===== config.mk =====
export PLATFORM = sky130hd
export DESIGN_NAME = ddc_edid_hpd_sequencer
export DESIGN_NICKNAME = d
export VERILOG_FILES = /design/src/rtl/ddc_edid_pkg.sv /design/src/rtl/ddc_hpd_debounce.sv /design/src/rtl/ddc_edid_hpd_sequencer.sv
export SDC_FILE = /design/constraint.sdc
export NUM_CORES = 1
export LEC_CHECK = 0
export CAP_MARGIN = 0
export CORE_MARGIN = 2
export CORE_UTILIZATION = 55
export DETAILED_ROUTE_END_ITERATION = 6
export PLACE_DENSITY = 0.77
export SYNTH_ARGS = -nofsm -noshare
export SYNTH_HDL_FRONTEND = slang
export SYNTH_HIERARCHICAL = 1
export SYNTH_SLANG_ARGS = --single-unit

===== constraint.sdc =====
create_clock -name i_local_clk -period 5.5 [get_ports i_local_clk]
set_input_delay 0.825 -clock i_local_clk [delete_from_list [all_inputs] [get_ports i_local_clk]]
set_output_delay 0.825 -clock i_local_clk [all_outputs]
set_load 0.01 [all_outputs]

===== src/rtl/ddc_edid_pkg.sv =====
// ddc_edid_pkg: shared sequencer state type and EDID layout constants
package ddc_edid_pkg;
  typedef enum logic [2:0] {
    S_IDLE,
    S_RD_REQ,
    S_RD_WAIT,
    S_BLK_CHK,
    S_RETRY,
    S_HPD_LOW,
    S_RUN
  } state_t;
  localparam logic [6:0] EDID_DEV_ADDR  = 7'h50;
  localparam logic [7:0] EDID_BLK_BYTES = 8'd128;
  localparam logic [7:0] EDID_EXT_OFS   = 8'd126;
  localparam logic [7:0] EDID_CSUM_OFS  = 8'd127;
endpackage


===== src/rtl/ddc_hpd_debounce.sv =====
// ddc_hpd_debounce: 2-FF synchroniser plus stability counter for the raw sink HPD
// Ports: clk, rst_n (sync active-low); hpd_raw async input; hpd_deb accepted level.
module ddc_hpd_debounce #(
  parameter int P_DEB_CYCLES = 500_000
) (
  input  logic clk,
  input  logic rst_n,
  input  logic hpd_raw,
  output logic hpd_deb
);
  localparam int CW = $clog2(P_DEB_CYCLES + 1);
  logic [1:0]    sync;
  logic [CW-1:0] cnt;
  // cnt counts consecutive clocks where the synced level differs from the accepted one
  always_ff @(posedge clk) begin
    if (!rst_n) begin
      sync    <= '0;
      cnt     <= '0;
      hpd_deb <= 1'b0;
    end else begin
      sync <= {sync[0], hpd_raw};
      if (sync[1] == hpd_deb) cnt <= '0;
      else if (cnt == CW'(P_DEB_CYCLES - 1)) begin
        cnt     <= '0;
        hpd_deb <= sync[1];
      end else cnt <= cnt + 1'b1;
    end
  end
endmodule


===== src/rtl/ddc_edid_hpd_sequencer.sv =====
// ddc_edid_hpd_sequencer: copies the sink EDID into RAM with checksum/retry, then pulses source HPDs
// Ports: i_local_clk, i_rst_n (sync active-low); i_ddc3_hpd raw sink HPD;
//  o_rd_req/o_rd_dev/o_rd_addr/i_rd_ack/i_rd_data/i_rd_err byte-read handshake to the I2C master;
//  o_ram_we/o_ram_addr/o_ram_wdata EDID RAM write port; o_ddc1_hpd/o_ddc2_hpd source HPDs;
//  o_edid_valid verified EDID present, o_busy read in progress, o_err all attempts failed (sticky).
module ddc_edid_hpd_sequencer
  import ddc_edid_pkg::*;
#(
  parameter int P_DEB_CYCLES     = 500_000,
  parameter int P_HPD_LOW_CYCLES = 5_000_000,
  parameter int P_MAX_BLOCKS     = 2,
  parameter int P_RETRY          = 3
) (
  input  logic       i_local_clk,
  input  logic       i_rst_n,
  input  logic       i_ddc3_hpd,
  output logic       o_rd_req,
  output logic [6:0] o_rd_dev,
  output logic [7:0] o_rd_addr,
  input  logic       i_rd_ack,
  input  logic [7:0] i_rd_data,
  input  logic       i_rd_err,
  output logic       o_ram_we,
  output logic [7:0] o_ram_addr,
  output logic [7:0] o_ram_wdata,
  output logic       o_ddc1_hpd,
  output logic       o_ddc2_hpd,
  output logic       o_edid_valid,
  output logic       o_busy,
  output logic       o_err
);
  localparam int HW = $clog2(P_HPD_LOW_CYCLES + 1);
  localparam int TW = $clog2(P_RETRY + 2);
  state_t        state;
  logic          hpd_deb, hpd_deb_q, rise, fall, more_blk, hpd;
  logic [7:0]    addr, sum, ext;
  logic [TW-1:0] tries;
  logic [HW-1:0] low_cnt;
  ddc_hpd_debounce #(.P_DEB_CYCLES(P_DEB_CYCLES)) u_deb (
    .clk    (i_local_clk),
    .rst_n  (i_rst_n),
    .hpd_raw(i_ddc3_hpd),
    .hpd_deb(hpd_deb)
  );
  assign rise       = hpd_deb & ~hpd_deb_q;
  assign fall       = ~hpd_deb & hpd_deb_q;
  // a second block is read only from block 0 when the sink advertises an extension
  assign more_blk   = (P_MAX_BLOCKS > 1) && !addr[7] && (ext != 8'd0);
  assign o_rd_dev   = EDID_DEV_ADDR;
  assign o_rd_addr  = addr;
  assign o_ddc1_hpd = hpd;
  assign o_ddc2_hpd = hpd;
  assign o_busy     = state inside {S_RD_REQ, S_RD_WAIT, S_BLK_CHK};
  always_ff @(posedge i_local_clk) begin
    if (!i_rst_n) begin
      state        <= S_IDLE;
      hpd_deb_q    <= 1'b0;
      addr         <= '0;
      sum          <= '0;
      ext          <= '0;
      tries        <= '0;
      low_cnt      <= '0;
      o_rd_req     <= 1'b0;
      o_ram_we     <= 1'b0;
      o_ram_addr   <= '0;
      o_ram_wdata  <= '0;
      hpd          <= 1'b0;
      o_edid_valid <= 1'b0;
      o_err        <= 1'b0;
    end else begin
      hpd_deb_q <= hpd_deb;
      o_ram_we  <= 1'b0;
      // sink unplug overrides everything; any in-flight ack is dropped by leaving RD_WAIT
      if (fall) begin
        state        <= S_IDLE;
        o_rd_req     <= 1'b0;
        hpd          <= 1'b0;
        o_edid_valid <= 1'b0;
      end else begin
        case (state)
          S_IDLE: if (rise) begin
            state        <= S_RD_REQ;
            o_err        <= 1'b0;
            o_edid_valid <= 1'b0;
            addr         <= '0;
            sum          <= '0;
            tries        <= '0;
          end
          S_RD_REQ: begin
            o_rd_req <= 1'b1;
            state    <= S_RD_WAIT;
          end
          S_RD_WAIT: if (i_rd_err) begin
            o_rd_req <= 1'b0;
            state    <= S_RETRY;
          end else if (i_rd_ack) begin
            o_rd_req    <= 1'b0;
            o_ram_we    <= 1'b1;
            o_ram_addr  <= addr;
            o_ram_wdata <= i_rd_data;
            sum         <= sum + i_rd_data;
            if (addr == EDID_EXT_OFS) ext <= i_rd_data;
            if (addr[6:0] == EDID_CSUM_OFS[6:0]) state <= S_BLK_CHK;
            else begin
              addr  <= addr + 8'd1;
              state <= S_RD_REQ;
            end
          end
          S_BLK_CHK: if (sum != 8'd0) state <= S_RETRY;
          else if (more_blk) begin
            sum   <= '0;
            addr  <= EDID_BLK_BYTES;
            state <= S_RD_REQ;
          end else begin
            o_edid_valid <= 1'b1;
            low_cnt      <= '0;
            state        <= S_HPD_LOW;
          end
          S_RETRY: if (tries < TW'(P_RETRY)) begin
            tries        <= tries + 1'b1;
            addr         <= '0;
            sum          <= '0;
            o_edid_valid <= 1'b0;
            state        <= S_RD_REQ;
          end else begin
            o_err   <= 1'b1;
            low_cnt <= '0;
            state   <= S_HPD_LOW;
          end
          S_HPD_LOW: if (low_cnt == HW'(P_HPD_LOW_CYCLES - 1)) begin
            hpd   <= 1'b1;
            state <= S_RUN;
          end else low_cnt <= low_cnt + 1'b1;
          S_RUN: hpd <= 1'b1;
          default: state <= S_IDLE;
        endcase
      end
    end
  end
endmodule


==> metrics, run 1 <==
unrepaired setup endpoints after global routing false; H-tree levels 3; Comb power frac 0.032; fmax 0.3497 GHz; Power Density 217.0 nW/um2; cts bufs inserted 9; switching fraction of total power 0.2416; I/O pins 51; number of DRC violations after detailed routing 0; die area 9596 um2; Post-Place Worst Slack 2.273 ns; Rows 34; insertion delay to the later sink of the worst-skew pair 0.36 ns; Post-DP HPWL 7433 um; final antenna-violating net count 0; total power 1.187 mW; Core ar. 8636 um2; CP arrival 3.14 ns; Final Skew 0.01378 ns; Worst slew margin 0.3415; Reg clk slew, reported paths 0.09 ns; CP max FO 31; yosys warns 6; final setup fails 0; initial drt markers 189; final-stage net count 642; status complete, no violations; Post-Route WL 10680 um; fin crit period 2.860 ns; GR Util met2 0.3635; ANT cells 0; placer congestion estimate 0.8838; Fin. Hold Viols 0; vias in the first global route 3906; Horiz. Die Dim 97.96 um; Critical Path RT 5.78 ns; fill count 752; Hold Path Class reg2reg; Critical Path End Type flip-flop; EDFF count, synth 0; largest net degree at the start of global routing 32; Synth Flop Type dfxtp_1; top cell type's share of synthesized area 0.3999; clock share of power 0.375; Final WS setup 2.640 ns; initial antenna violation count 0; worst setup path class in2reg; sequential share of power 0.592; ys async rst share 0; via count 4314; Root Driver clkbuf_8; GR Layer Usage met3 0.03150; IO buf count 43; mean post-synth cell area 8.258 um2; TritonCTS clock tree yes; Synth Cell Area 4856 um2; final period utilization 0.5199; CTS resizes 0; chip height 97.96 um; internal power 0.9001 mW; Slew Limit Fails 0; register area share after synthesis 0.3999; commonest non-fill, non-tap cell in the layout dfxtp_1; GRT Overall Usage 0.2226; CTS Sinks 97; Pre-antenna DRT Iters 6; Synth area leaders dfxtp_1 (40%), nor2_1 (5.4%), a21oi_1 (5.2%); worst slew pin tran 0.9848 ns; Yosys cell types 63; Pleak 1.882 nW; Syn Inst Count 588; GR peak layer met2; Post-CTS Setup Inserts 0; crit path launch type primary input; share of cells above drive strength 1 0.05636; Starting Density 0.5623; GRT overflow 0; flops & latches, synth 97; Synth area leader dfxtp_1; peak supply drop 131.3 uV; Setup TNS 0 ns; first-pass GRT wire length 18020 um; area delta synth->final 12.63%; cts hold-fix bufs 0; Max Cap Viol 0; most frequent cells in the layout dfxtp_1 (97), nor2_1 (70), nand2_1 (66); post-DR vias/cell 5.918; CTS Buffer Depth 2; M1 GR Usage 0.2982; Routed WL per cell 14.65 um; Net Switching 0.2867 mW
-- worst max-delay path, stage by stage --
cell and delay (ns):
clkdlybuf4s50_1 0.45, buf_4 0.31, clkinv_1 0.68, or4_1 0.72, o21ai_0 0.15
-- cell usage after synthesis (3+ instances only) --
master / instances
dfxtp_1: 97
o41ai_1: 7
nand2_1: 66
a211oi_1: 6
nand2b_1: 6
nand3b_1: 5
o211ai_1: 11
a21o_1: 3
or2_2: 3
clkbuf_1: 18
nor3_1: 12
o31ai_1: 3
nand3_1: 26
or3_1: 7
and2_1: 7
buf_2: 4
xor2_1: 6
o21ai_0: 24
nor3b_1: 3
a21oi_1: 50
buf_4: 11
and4_1: 3
o21bai_1: 3
and3_1: 7
mux2i_1: 10
nand4_1: 6
nor4_1: 11
ha_1: 12
nor2_1: 70
or4_1: 8
a31oi_1: 8
o22ai_1: 3
inv_1: 11
xnor2_1: 15
o21a_1: 3
a22oi_1: 6
-- metrics by stage --
| step | util | hold slack, ns | cell area [um2] | std cells |
|---|---|---|---|---|
| 5_1_grt | 0.6333 | 0.4666 | 5469 | 729 |
| 4_1_cts | 0.6333 | 0.4446 | 5469 | 729 |
| 3_3_place_gp | 0.6116 | 0.4137 | 5281 | 713 |
| 6_report | 0.6333 | 0.4433 | 5469 | 729 |
| 3_5_place_dp | 0.6116 | 0.4229 | 5281 | 713 |
| 2_1_floorplan | - | 0.4118 | 4875 | 593 |
-- cell families after synthesis --
logic type / synth area share
simple gates: 0.2675
compound gates: 0.1878
flops: 0.3999
buf+inv: 0.04973
xor+xnor: 0.03788
fa+ha+maj: 0.03504
mux: 0.02061
other cells: 0.001547
-- metal layers --
layer | vias to the layer above | wire length, um
met2 | 116 | 5195
met4 | 0 | 149
met3 | 12 | 482
met5 | - | 0
li1 | 2164 | -
met1 | 2022 | 4851
-- registers in the layout, indices dropped and copies added (netlist names) --
register and flops:
hpd_deb_q 1, state 3, u_deb/cnt 19, tries 3, o_rd_req 1, o_rd_addr 8, sum 8, o_ram_wdata 8
o_ddc1_hpd 1, o_edid_valid 1, o_err 1, o_ram_we 1, low_cnt 23, ext 8, u_deb/sync 2, o_ram_addr 8
u_deb/hpd_deb 1
-- cell type report --
type,count,area [um2],area share
Timing Repair Buffer,48,467.9,0.08556
Clock buffer,10,137.6,0.02517
Multi-Input combinational cell,448,2691,0.4921
Sequential cell,97,1942,0.3551
Inverter,12,45.04,0.008236
Clock inverter,6,50.05,0.009151
Tap cell,108,135.1,0.02471
-- power by group through the flow --
stage	clock, mW	combinational [mW]	sequential [mW]
after CTS	0.457	0.0385	0.703
after global routing	0.485	0.0419	0.703
after global placement	0	0.0374	0.719
final	0.445	0.0385	0.703
after detailed placement	0	0.0384	0.719
after floorplan	0	0.0242	0.719
-- path summary, 6_finish.rpt --
| path | cells after the start | end | startpoint | slack, ns |
|---|---|---|---|---|
| worst max-delay path | 5 | low_cnt[15] | i_rst_n | 2.64 |
| worst min-delay path | 1 | u_deb/sync[1] | u_deb/sync[0] | 0.44 |
| worst max register to register | 6 | low_cnt[1] | state[0] | 2.79 |
| worst min register to register | 1 | u_deb/sync[1] | u_deb/sync[0] | 0.44 |
No activity file was read; power rests on OpenSTA's default activity.
==> run 2: changes to the inputs <==
clock period = 2.86 ns   (was 5.5 ns; I/O delays follow)
==> metrics, run 2 (synthesized netlist as in run 1, its figures left out) <==
status complete, no violations; cts hold-fix bufs 0; initial drt markers 285; Final Skew 0.01324 ns; Setup TNS 0 ns; Reg clk slew, reported paths 0.10 ns; vias in the first global route 4122; CP max stage cell o211ai_2; Rows 34; chip height 97.96 um; CP arrival 2.89 ns; Power Density 414.7 nW/um2; clock share of power 0.376; sequential share of power 0.591; CP max stage delay 0.77 ns; max FFs per register 23; Post-Route WL 11170 um; fmax 0.3888 GHz; crit path launch type flip-flop; final antenna-violating net count 0; WP buf/inv 0; insertion delay to the later sink of the worst-skew pair 0.38 ns; Routed WL per cell 15.17 um; largest net degree at the start of global routing 33; first-pass GRT wire length 18650 um; ANT cells 0; final-stage net count 649; CP top delay family compound AO/OA/AOI/OAI gates; Post-Place Worst Slack 0.2628 ns; Critical Path End Type flip-flop; cts bufs inserted 9; final period utilization 0.8992; area delta synth->final 13.66%; via count 4420; Critical Path RT 3.18 ns; switching fraction of total power 0.2511; worst slew pin tran 0.9612 ns; Pre-antenna DRT Iters 5; fill count 767; placer congestion estimate 0.8684; worst setup path class reg2reg; Core Util, Final 0.6391; unrepaired setup endpoints after global routing false; register bank with the most flops low_cnt; die area 9596 um2; share of cells above drive strength 1 0.06688; final instance area 5519 um2; Starting Density 0.5623; DP Area 5334 um2; I/O pins 51; Fin. Hold Viols 0; Slew Limit Fails 0; Hold Path Class reg2reg; internal power 1.714 mW; Horiz. Die Dim 97.96 um; CTS Sinks 97; initial antenna violation count 0; GRT Overall Usage 0.2335; peak supply drop 213.4 uV; IO buf count 43; CP max FO 24; Net Switching 0.5748 mW; Post-DP HPWL 7733 um; number of DRC violations after detailed routing 0; CTS Buffer Depth 2; crit-path cells or4b_4 -> nor4_4 -> a21oi_1 -> o211ai_2 -> o21ai_0 -> a21oi_1; largest registers low_cnt: 23 flops, u_deb/cnt: 19 flops; fin crit period 2.572 ns; CTS resizes 0; Root Driver clkbuf_8; commonest non-fill, non-tap cell in the layout dfxtp_1; Min Hold Slack 0.4445 ns; Final WS setup 0.2883 ns; TritonCTS clock tree yes; Core ar. 8636 um2; Worst slew margin 0.3573; Max Cap Viol 0; Post-CTS Setup Inserts 0; most frequent cells in the layout dfxtp_1 (97), nor2_1 (70), nand2_1 (66); Comb power frac 0.033; CP most frequent cell a21oi_1; post-DR vias/cell 6.005; final setup fails 0; Pleak 1.915 nW; H-tree levels 3; GRT overflow 0
## run 2: changes by cell type in the layout (fill, tap and decap cells not counted), sizes merged
cell,change
buf,+7
inv,+1
clkbuf,-1
## run 2: cell type report
cell class / instances / area [um2] / area share
Multi-Input combinational cell: 448 / 2691 / 0.4876
Sequential cell: 97 / 1942 / 0.3518
Timing Repair Buffer: 55 / 520.5 / 0.09431
Tap cell: 108 / 135.1 / 0.02448
Clock buffer: 9 / 123.9 / 0.02244
Clock inverter: 7 / 61.31 / 0.01111
Inverter: 12 / 45.04 / 0.008161
## run 2: worst paths after layout
path / startpoint / endpoint / slack (ns) / cells after the start
hold / removal: u_deb/sync[0] / u_deb/sync[1] / 0.44 / 1
hold reg to reg: u_deb/sync[0] / u_deb/sync[1] / 0.44 / 1
setup reg to reg: low_cnt[16] / low_cnt[18] / 0.29 / 6
setup / recovery: low_cnt[16] / low_cnt[18] / 0.29 / 6
## run 2: power by group through the flow
stage,logic (mW),registers [mW],clock network (mW)
after floorplan,0.0465,1.38,0
after global placement,0.0726,1.38,0
after detailed placement,0.0734,1.38,0
after CTS,0.0747,1.35,0.879
after global routing,0.0815,1.35,0.935
final,0.0752,1.35,0.861
## run 2: stage by stage
step	std cells	total power [mW]
floorplan	593	1.430
global placement	720	1.456
detailed placement	720	1.457
CTS	736	2.305
global route	736	2.370
finish	736	2.289
## run 2: per-layer routing
layer  track usage  wire length, um  vias to the layer above
li1              -                -                     2177
met1        0.2939             4962                     2080
met2        0.3952             5400                      145
met3       0.04152              625                       18
met4       0.09829              179                        0
met5             0                0                        -
## run 2: worst reg2reg max path, stage by stage, from the launching register on
cell and delay (ns):
dfxtp_1 0.38, or4b_4 0.57, nor4_4 0.25, a21oi_1 0.14
o211ai_2 0.77, o21ai_0 0.24, a21oi_1 0.16
==> run 3: changes to the inputs <==
clock period = 3.03 ns   (was 2.86 ns; I/O delays follow)
==> metrics, run 3 (synthesized netlist as in run 1, its figures left out) <==
status complete, no violations; Rows 34; TritonCTS clock tree yes; register bank with the most flops low_cnt; largest registers low_cnt: 23 flops, u_deb/cnt: 19 flops; final-stage net count 647; Worst Hold Launch u_deb/sync[0]; crit path launch type flip-flop; vias in the first global route 3947; Routed WL per cell 14.54 um; final setup fails 0; cts hold-fix bufs 0; Hold Path Stages 1; Post-Route WL 10660 um; fill count 788; Post-CTS Setup Inserts 0; peak supply drop 221.1 uV; max FFs per register 23; Setup TNS 0 ns; CTS Buffer Depth 2; Hold Path Sink u_deb/sync[1]; Power Density 407.4 nW/um2; Horiz. Die Dim 97.96 um; crit-path cells or4b_4 -> nor4_4 -> a21oi_1 -> o211ai_2 -> o21ai_0 -> a21oi_1; worst r2r src low_cnt[16]; fmax 0.3918 GHz; Final Skew 0.01014 ns; chip height 97.96 um; I/O pins 51; Root Driver clkbuf_8; R2R depth 6; R2R setup slack 0.48 ns; Critical Path RT 3.32 ns; Post-DP HPWL 7504 um; fin crit period 2.552 ns; largest net degree at the start of global routing 45; H-tree levels 3; Sequential Area 1942 um2; unrepaired setup endpoints after global routing false; CP max stage delay 0.77 ns; initial antenna violation count 0; first-pass GRT wire length 17950 um; CP max stage cell o211ai_2; post-DR vias/cell 5.903; Core Util, Final 0.6421; ANT cells 0; area delta synth->final 14.20%; GRT overflow 0; CP most frequent cell a21oi_1; die area 9596 um2; area of the multi-input gates 2691 um2; Critical Path End Type flip-flop; Pre-antenna DRT Iters 5; GRT Overall Usage 0.2231; CTS Sinks 97; number of DRC violations after detailed routing 0; CP arrival 2.84 ns; final period utilization 0.8423; Worst slew margin 0.3660; Fin. Hold Viols 0; via count 4327; Reg clk slew, reported paths 0.09 ns; Core ar. 8636 um2; Slew Limit Fails 0; CP max FO 24; placer congestion estimate 0.8416; initial drt markers 204; Pleak 1.924 nW; worst setup path class reg2reg; final antenna-violating net count 0; insertion delay to the later sink of the worst-skew pair 0.36 ns; Starting Density 0.5623; share of cells above drive strength 1 0.06240; Hold Path Class reg2reg; worst slew pin tran 0.9483 ns; CTS resizes 0; r2r endpoint low_cnt[3]; cts bufs inserted 9; most frequent cells in the layout dfxtp_1 (97), nor2_1 (70), nand2_1 (66); commonest non-fill, non-tap cell in the layout dfxtp_1; IO buf count 43; Max Cap Viol 0
## run 3: cell count changes in the layout (fill, tap and decap cells not counted)
cell       previous run  this run
buf_4                12         9
inv_8                 2         0
bufinv_16             0         2
clkinv_4              1         0
buf_12                0         1
## run 3: area by class of cell
class / count / share of cell area
clock inverters: 6 / 0.01625
clock buffers: 9 / 0.02234
flip-flops and latches: 97 / 0.3502
well taps: 108 / 0.02437
multi-input cells: 448 / 0.4853
repair buffers: 53 / 0.09341
inverters: 12 / 0.008123
## run 3: worst max path at each step
stage / startpoint / endpoint / slack (ns) / cells after the start
final: low_cnt[16] / low_cnt[3] / 0.48 / 6
after detailed placement: i_rd_data[1] / sum[7] / 0.38 / 8
after global routing: state[0] / o_rd_addr[0] / 0.23 / 6
after CTS: low_cnt[16] / low_cnt[5] / 0.49 / 6
after global placement: i_rd_data[1] / sum[7] / 0.46 / 8
after floorplan: low_cnt[16] / low_cnt[16] / 1.05 / 8
## run 3: per-stage QoR
step	cell area [um2]	setup WS [ns]	power (mW)	instances	hold WS, ns
final	5545	0.4778	2.259	733	0.4413
after global routing	5545	0.2329	2.338	733	0.4665
after CTS	5545	0.4893	2.286	733	0.4455
after floorplan	4875	1.049	1.350	593	0.4118
after detailed placement	5331	0.3815	1.377	718	0.4239
after global placement	5331	0.4641	1.376	718	0.4183
## run 3: metal layers
metal / wire length, um / up-vias / global-route usage
li1: - / 2171 / -
met1: 4908 / 2042 / 0.2883
met2: 5200 / 100 / 0.3804
met3: 400 / 14 / 0.03293
met4: 150 / 0 / 0.08013
met5: 0 / - / 0
## run 3: report_power, final
| group | internal (mW) | switching, mW |
|---|---|---|
| Sequential | 1.28 | 0.000838 |
| Combinational | 0.0274 | 0.0445 |
| Clock | 0.465 | 0.447 |
| Total | 1.77 | 0.492 |
## run 3: worst max-delay path: cells and delay by family (launching register included)
kind / cells / cell delay (ns)
simple gates: 2 / 0.81
flops: 1 / 0.37
compound gates: 4 / 1.31
